**src/rtl/seq_gen_pkg.sv**
```systemverilog
// seq_gen_pkg: constants and types shared by sequence_gen and its result collector
package seq_gen_pkg;
  localparam int DATA_WIDTH = 64;
  localparam int FIB_ORDER  = 16;
  typedef logic [1:0] status_t;
  localparam status_t ST_OK      = 2'b00;
  localparam status_t ST_OVF     = 2'b01;
  localparam status_t ST_ERR     = 2'b10;
  localparam status_t ST_ERR_OVF = 2'b11;
  typedef enum logic [2:0] {S_IDLE, S_SETTLE, S_CAPTURE, S_CLEAR, S_DRAIN} coll_state_t;
endpackage

```
**src/rtl/seq_sync_fifo.sv**
```systemverilog
// seq_sync_fifo: synchronous first-word-fall-through FIFO; a push while full is accepted only alongside a pop
module seq_sync_fifo #(
  parameter int WIDTH = 8,
  parameter int DEPTH = 8
) (
  input  logic                       clk,
  input  logic                       reset_n,
  input  logic                       push,
  input  logic                       pop,
  input  logic [WIDTH-1:0]           din,
  output logic [WIDTH-1:0]           dout,
  output logic                       full,
  output logic                       empty,
  output logic [$clog2(DEPTH):0]     count
);
  localparam int AW = $clog2(DEPTH);
  logic [WIDTH-1:0] mem [DEPTH];
  logic [AW-1:0] wp, rp;
  logic wr, rd;
  assign full  = count == (AW+1)'(DEPTH);
  assign empty = count == '0;
  assign wr    = push & (~full | pop);
  assign rd    = pop & ~empty;
  assign dout  = empty ? '0 : mem[rp];
  always_ff @(posedge clk or negedge reset_n)
    if (!reset_n) begin
      wp    <= '0;
      rp    <= '0;
      count <= '0;
    end else begin
      wp    <= wp + AW'(wr);
      rp    <= rp + AW'(rd);
      count <= count + (AW+1)'(wr) - (AW+1)'(rd);
    end
  always_ff @(posedge clk)
    if (wr) mem[wp] <= din;
endmodule

```
**src/rtl/seq_result_collector.sv**
```systemverilog
// seq_result_collector: captures sequence_gen results into a FIFO and issues seq_clear after faults.
// Define SEQ_RESULT_TAG_EN to add a per-entry event sequence number on res_tag.
module seq_result_collector
  import seq_gen_pkg::*;
#(
  parameter int DATA_WIDTH   = seq_gen_pkg::DATA_WIDTH,
  parameter int FIFO_DEPTH   = 8,
  parameter int CLEAR_CYCLES = 2,
  parameter int CNT_WIDTH    = 16
) (
  input  logic                  clk,
  input  logic                  reset_n,
  input  logic                  done,
  input  logic                  error,
  input  logic                  overflow,
  input  logic [DATA_WIDTH-1:0] data_out,
  output logic                  seq_clear,
  output logic                  res_valid,
  input  logic                  res_ready,
  output logic [DATA_WIDTH-1:0] res_data,
  output logic [1:0]            res_status,
  output logic                  fifo_full,
  output logic [CNT_WIDTH-1:0]  ok_cnt,
  output logic [CNT_WIDTH-1:0]  fault_cnt,
`ifdef SEQ_RESULT_TAG_EN
  output logic [CNT_WIDTH-1:0]  res_tag,
`endif
  output logic [CNT_WIDTH-1:0]  drop_cnt
);
  localparam int AW = $clog2(FIFO_DEPTH);
  localparam int CW = $clog2(CLEAR_CYCLES) + 1;
`ifdef SEQ_RESULT_TAG_EN
  localparam int FW = DATA_WIDTH + 2 + CNT_WIDTH;
  logic [CNT_WIDTH-1:0] tag_cnt;
`else
  localparam int FW = DATA_WIDTH + 2;
`endif
  coll_state_t state, state_n;
  status_t st;
  logic any, any_q, push, pop, full, empty, acc, drop;
  logic [CW-1:0] clr_cnt;
  logic [AW:0] count;
  logic [FW-1:0] din, dout;
  assign any       = done | error | overflow;
  assign st        = {error, overflow};
  assign push      = state == S_CAPTURE;
  assign pop       = res_valid & res_ready;
  assign acc       = push & (~full | pop);
  assign drop      = push & full & ~pop;
  assign res_valid = ~empty;
  assign fifo_full = count[AW];
`ifdef SEQ_RESULT_TAG_EN
  assign din = {tag_cnt, st, data_out};
  assign {res_tag, res_status, res_data} = dout;
`else
  assign din = {st, data_out};
  assign {res_status, res_data} = dout;
`endif
  always_comb begin
    state_n = state;
    unique case (state)
      S_IDLE:    state_n = (any & ~any_q) ? S_SETTLE : S_IDLE;
      S_SETTLE:  state_n = S_CAPTURE;
      S_CAPTURE: state_n = (st != ST_OK) ? S_CLEAR : S_DRAIN;
      S_CLEAR:   state_n = (clr_cnt == '0) ? S_DRAIN : S_CLEAR;
      S_DRAIN:   state_n = any ? S_DRAIN : S_IDLE;
      default:   state_n = S_IDLE;
    endcase
  end
  // seq_clear is registered from the next state so it is a clean flop output
  always_ff @(posedge clk or negedge reset_n)
    if (!reset_n) begin
      state     <= S_IDLE;
      any_q     <= 1'b0;
      seq_clear <= 1'b0;
      clr_cnt   <= '0;
      ok_cnt    <= '0;
      fault_cnt <= '0;
      drop_cnt  <= '0;
    end else begin
      state     <= state_n;
      any_q     <= any;
      seq_clear <= state_n == S_CLEAR;
      clr_cnt   <= push ? CW'(CLEAR_CYCLES - 1) :
                   (state == S_CLEAR && clr_cnt != '0) ? clr_cnt - 1'b1 : clr_cnt;
      ok_cnt    <= ok_cnt + CNT_WIDTH'(acc && st == ST_OK && ~&ok_cnt);
      fault_cnt <= fault_cnt + CNT_WIDTH'(acc && st != ST_OK && ~&fault_cnt);
      drop_cnt  <= drop_cnt + CNT_WIDTH'(drop && ~&drop_cnt);
    end
`ifdef SEQ_RESULT_TAG_EN
  always_ff @(posedge clk or negedge reset_n)
    if (!reset_n) tag_cnt <= '0;
    else tag_cnt <= tag_cnt + CNT_WIDTH'(push);
`endif
  seq_sync_fifo #(.WIDTH(FW), .DEPTH(FIFO_DEPTH)) u_fifo (
    .clk     (clk),
    .reset_n (reset_n),
    .push    (push),
    .pop     (pop),
    .din     (din),
    .dout    (dout),
    .full    (full),
    .empty   (empty),
    .count   (count)
  );
endmodule

```
**config.mk**
```make
export PLATFORM = sky130hd
export DESIGN_NAME = seq_result_collector
export DESIGN_NICKNAME = d
export VERILOG_FILES = /design/src/rtl/seq_gen_pkg.sv /design/src/rtl/seq_sync_fifo.sv /design/src/rtl/seq_result_collector.sv
export SDC_FILE = /design/constraint.sdc
export NUM_CORES = 1
export LEC_CHECK = 0
export BUFFER_PORTS_ARGS = -buffer_cell sky130_fd_sc_hd__buf_2
export CORE_ASPECT_RATIO = 0.8
export CORE_MARGIN = 3
export CORE_UTILIZATION = 50
export DETAILED_ROUTE_END_ITERATION = 6
export GPL_ROUTABILITY_DRIVEN = 0
export GPL_TIMING_DRIVEN = 0
export PLACE_DENSITY = 0.79
export SYNTH_ARGS = -nofsm -noshare
export SYNTH_HDL_FRONTEND = slang
export SYNTH_SLANG_ARGS = --single-unit
```
**constraint.sdc**
```tcl
create_clock -name clk -period 12.4 [get_ports clk]
set_clock_uncertainty 0.2 [all_clocks]
set_input_delay 1.24 -clock clk [delete_from_list [all_inputs] [get_ports clk]]
set_output_delay 1.24 -clock clk [all_outputs]
set_load 0.01 [all_outputs]
```
* After elaboration in Yosys (flattened, before gate mapping)
Memories as Yosys holds them, arrays and structs flattened. Index checks and enable logic that the tools add are counted.
Storage, ports and cells: memories kept 1, RAM bits 528, register bits after elaboration 65, input port bits 70
Memories:
- u_fifo.mem | depth 8, width 66, rd ports 1, clocked after memory_dff 0, write ports 1, RTL line seq_sync_fifo.sv:17 | logic [WIDTH-1:0] mem [DEPTH];
Cells by class: equal/unequal tests 6, bitwise operators 13, muxes and demuxes 10, add/sub/neg operators 8, reductions and logical operators 19
Operators by type and width (number):
- $mux 66 | 1
- $add 16x1->16 | 3
- $reduce_and 16->1 | 3
- $pmux 3 s5 | 1
- $eq 3x2->1 const B | 3
- $mux 3 | 3
- $add 3x1->3 | 2
- $and 1x1->1 | 6
- $logic_and 1x1->1 | 6
- $reduce_bool 2->1 | 3
- $add 4x1->4 | 1
- $eq 4x4->1 const B | 1
- $logic_not 2->1 | 2
- $logic_not 4->1 | 1
- $mux 2 | 2
- $not 1->1 | 4
- $sub 4x1->4 | 1
- $eq 3x1->1 const B | 1
- $eq 3x3->1 const B | 1
- $logic_not 1->1 | 3
- $logic_not 3->1 | 1
- $mux 1 | 3
- $or 1x1->1 | 3
- $sub 2x1->2 const B | 1

* Depth between registers and ports, before layout
depth after elaboration 8, mapped depth 13, mapped depth without buffers 13

* Hierarchy
A second synthesis with hierarchy kept.
Second synthesis, totals: cell total of the unflattened synthesis 1037, area total of the unflattened synthesis 22684.3 um^2
By module, submodules not included:
- seq_sync_fifo | cells each 823, seq. area each 16105.4 um^2, instances 1, area each 20239.4 um^2
- seq_result_collector | cells each 214, seq. area each 1376.3 um^2, instances 1, area each 2444.8 um^2

* Worst setup path after synthesis
OpenSTA, ideal clock, no wires.
path type input -> register, start input port res_ready, end memory u_fifo.mem[0][0] (netlist name) (enable), required time 11547 ps, setup slack 3798 ps, library setup time 653 ps, data arrival time 7749 ps, stages 4, path through nand2b_1 > nand3_1 > nand2_1 > nor4_1
Between the ends: longest elaborated chain between the ends 5
Ends and longest elaborated chain:
- from (decl) | RTL line seq_result_collector.sv:19 | input logic res_ready,
- $and 1x1->1 | RTL line seq_result_collector.sv:47 | assign pop = res_valid & res_ready;
- $or 1x1->1 | RTL line seq_sync_fifo.sv:22 | assign wr = push & (~full | pop);
- $and 1x1->1 | RTL line seq_sync_fifo.sv:22
- $mux 1 | RTL line seq_sync_fifo.sv:36 | if (wr) mem[wp] <= din;
- $mux 1 (implied by the code) | RTL line seq_sync_fifo.sv:36
- to (decl) | RTL line seq_sync_fifo.sv:17
No other way between the ends.

* Final worst setup path
start register u_fifo.count[2], end output port res_data[61]
Between the ends: longest elaborated chain between the ends 2
Ends and longest elaborated chain:
- from (decl) | RTL line seq_sync_fifo.sv:14 | output logic [$clog2(DEPTH):0] count
- from (signal assigned) | RTL line seq_sync_fifo.sv:33 | count <= count + (AW+1)'(wr) - (AW+1)'(rd);
- $logic_not 4->1 | RTL line seq_sync_fifo.sv:21 | assign empty = count == '0;
- $mux 66 | RTL line seq_sync_fifo.sv:24 | assign dout = empty ? '0 : mem[rp];
- to (decl) | RTL line seq_result_collector.sv:20 | output logic [DATA_WIDTH-1:0] res_data,
No other way between the ends.

==> metrics <==
status complete, no violations; Post-synth top flop edfxtp_1; first-pass iteration count of the detailed router 5; initial antenna violation count 9; Vert. Die Dim 198 um; Distinct cells, synth 36; Die Footprint 0.0486 mm2; RR Endpoint u_fifo.count[2]; DRT iter0 DRCs 881; hold buffer count at CTS 0; R2R Path Start u_fifo.count[2]; Least-Margin Pin Slew 0.938 ns; Reg2Reg Setup Slack 8.72 ns; Final Setup Violations 0; Synth-to-Final Area Change 18.4%; post-synth top area cell edfxtp_1; Detail Placement HPWL 31,700 um; P_leak 9.83 nW; unrepaired setup endpoints after global routing no; maximum VDD drop 0.135 mV; root buffer cell clkbuf_16; CTS tree built; Skew-Pair Late Insertion Delay 0.60 ns; post-CTS sizing 0; IO Count 187; fin. max-slew vios 0; GRT Max-Usage Layer met2; CP Capture Type primary output; Total Nets Final 1,489; Crit Path Max Fanout 10; commonest non-fill, non-tap cell in the layout edfxtp_1; PwrDens 225 mW/mm2; Yosys reg bits 593; most frequent cells in the layout edfxtp_1 (528), buf_2 (204), mux4_2 (130), nor2_1 (79), mux2i_1 (66); GR Util met3 0.0395; clock sinks 593; GRT overflow 0; post-synth top area share 0.690; Routed Wire Length 47,800 um; CTS buffer count 56; WHS 0.289 ns; Fin. Hold Viols 0; largest net degree at the start of global routing 66; vias in the first global route 11.8k; cell area after synthesis 0.0230 mm2; top cells by area, synth edfxtp_1 (69%), mux4_2 (13%), dfrtp_1 (7.1%); asr flop ratio synth 0.110; routed vias/inst 5.59; worst hold path type reg2reg; MaxCap Viol Count 0; GR Layer Usage met1 0.289; GR Util All Layers 0.200; Yosys Warn Count 0; CP endpoint res_data[61]; first-pass GRT wire length 72,400 um; clock slew at reported path FFs 0.06 ns; Cells on Worst Hold Path 1; Site Rows 69; Layout Utilization 0.606; H-tree depth 2; Max Freq 205 MHz; Max clock buf depth 3; Tcrit/Tclk final 0.393; CP Data Required Time 10.96 ns; grt met2 use 0.316; Avg WL per Cell 23.3 um; startpoint types flop; Slew HR 0.375; Die Width 246 um; Avg Cell Area, Syn 20.9 um2; crit path DAT 3.43 ns; Post-Synthesis Cells 1,102; layout cells sized above 1 0.339; CP startpoint u_fifo.count[2]; Crit Path Class reg2out; Syn Nets 1,191; Post-synth EDFFs 528; FF-to-FF path depth 12; initial core utilization 0.512; via count of the routed design 11.5k; IO buf count 186; register area share after synthesis 0.761; Routed Antenna Nets 0; min Tclk post-route 4.87 ns; core area 0.0449 mm2; setup repair bufs after CTS 0; drt drc 0
==> area by class of cell <==
cell class	count	area, um2
Clock inverter	30	305
Sequential cell	593	17500
Fill cell	3271	17700
Timing Repair Buffer	240	1580
Multi-Input combinational cell	447	5210
Inverter	12	45.0
Clock buffer	71	1520
Buffer	50	295
Tap cell	603	754
Antenna cell	5	12.5
==> through the flow <==
stage / instances / TNS (ns) / total power [mW] / setup WS (ns) / area [um2]
final: 2051 / 0 / 6.12 / 7.53 / 27200
after global routing: 2049 / 0 / 6.43 / 7.28 / 27200
after CTS: 2046 / 0 / 6.21 / 7.25 / 27200
after detailed placement: 1945 / 0 / 4.51 / 7.91 / 25400
after global placement: 1891 / -191.69 / 4.45 / -2.92 / 24700
after floorplan: 1102 / 0 / 3.80 / 3.80 / 23000
==> critical path, cell delays in order, from the launching register on <==
cell and delay, ns:
dfrtp_1 0.36, inv_1 0.09, ha_1 0.16, and2_1 0.11
clkbuf_1 0.40, buf_1 0.75, clkbuf_1 0.55, nor2_1 0.22
buf_2 0.19
==> registers in the layout, summed over array words and instances (netlist names), 2 cells and up <==
| register | cells |
|---|---|
| ok_cnt | 16 |
| u_fifo.count | 4 |
| u_fifo.wp | 3 |
| drop_cnt | 16 |
| u_fifo.mem | 528 |
| u_fifo.rp | 3 |
| state | 3 |
| fault_cnt | 16 |
| clr_cnt | 2 |
==> layer usage <==
layer  up-vias  routed length, um
met5         -                 90
met4        12                851
met3        76               2910
met2       336              23000
met1      5996              21000
li1       5050                  -
==> power by group <==
part	total (mW)	internal, mW	switching [mW]	leakage, nW
Combinational	1.92	0.868	1.05	3.31
Clock	1.70	0.990	0.706	0.893
Sequential	2.51	2.43	0.0761	5.63
==> worst min path at each step <==
| stage | from | endpoint | slack (ns) |
|---|---|---|---|
| 2_1_floorplan | clr_cnt[0] | clr_cnt[0] | 0.26 |
| 6_report | drop_cnt[8] | drop_cnt[8] | 0.29 |
| 4_1_cts | drop_cnt[8] | drop_cnt[8] | 0.29 |
| 3_3_place_gp | drop_cnt[8] | drop_cnt[8] | 0.27 |
| 5_1_grt | drop_cnt[8] | drop_cnt[8] | 0.30 |
| 3_5_place_dp | drop_cnt[8] | drop_cnt[8] | 0.28 |
==> synthesized netlist by cell type (12+ instances only) <==
library cell / n
ha_1: 18
nand3_1: 21
xnor2_1: 26
nand2_1: 24
edfxtp_1: 528
mux4_2: 130
buf_2: 19
inv_1: 12
mux2i_1: 66
nor2_1: 82
clkbuf_1: 20
dfrtp_1: 65
xor2_1: 20
==> kinds of logic after synthesis <==
| group | Yosys count | synth area share |
|---|---|---|
| xor gates and xnor gates | 46 | 0.0175 |
| and+or+nand+nor | 172 | 0.0345 |
| muxes | 198 | 0.158 |
| adders and majority gates | 19 | 0.0107 |
| buffers and inverters | 62 | 0.0148 |
| AOI/OAI and AO/OA | 12 | 0.00348 |
| DFF | 593 | 0.761 |
(Power assumes the default switching activity.)
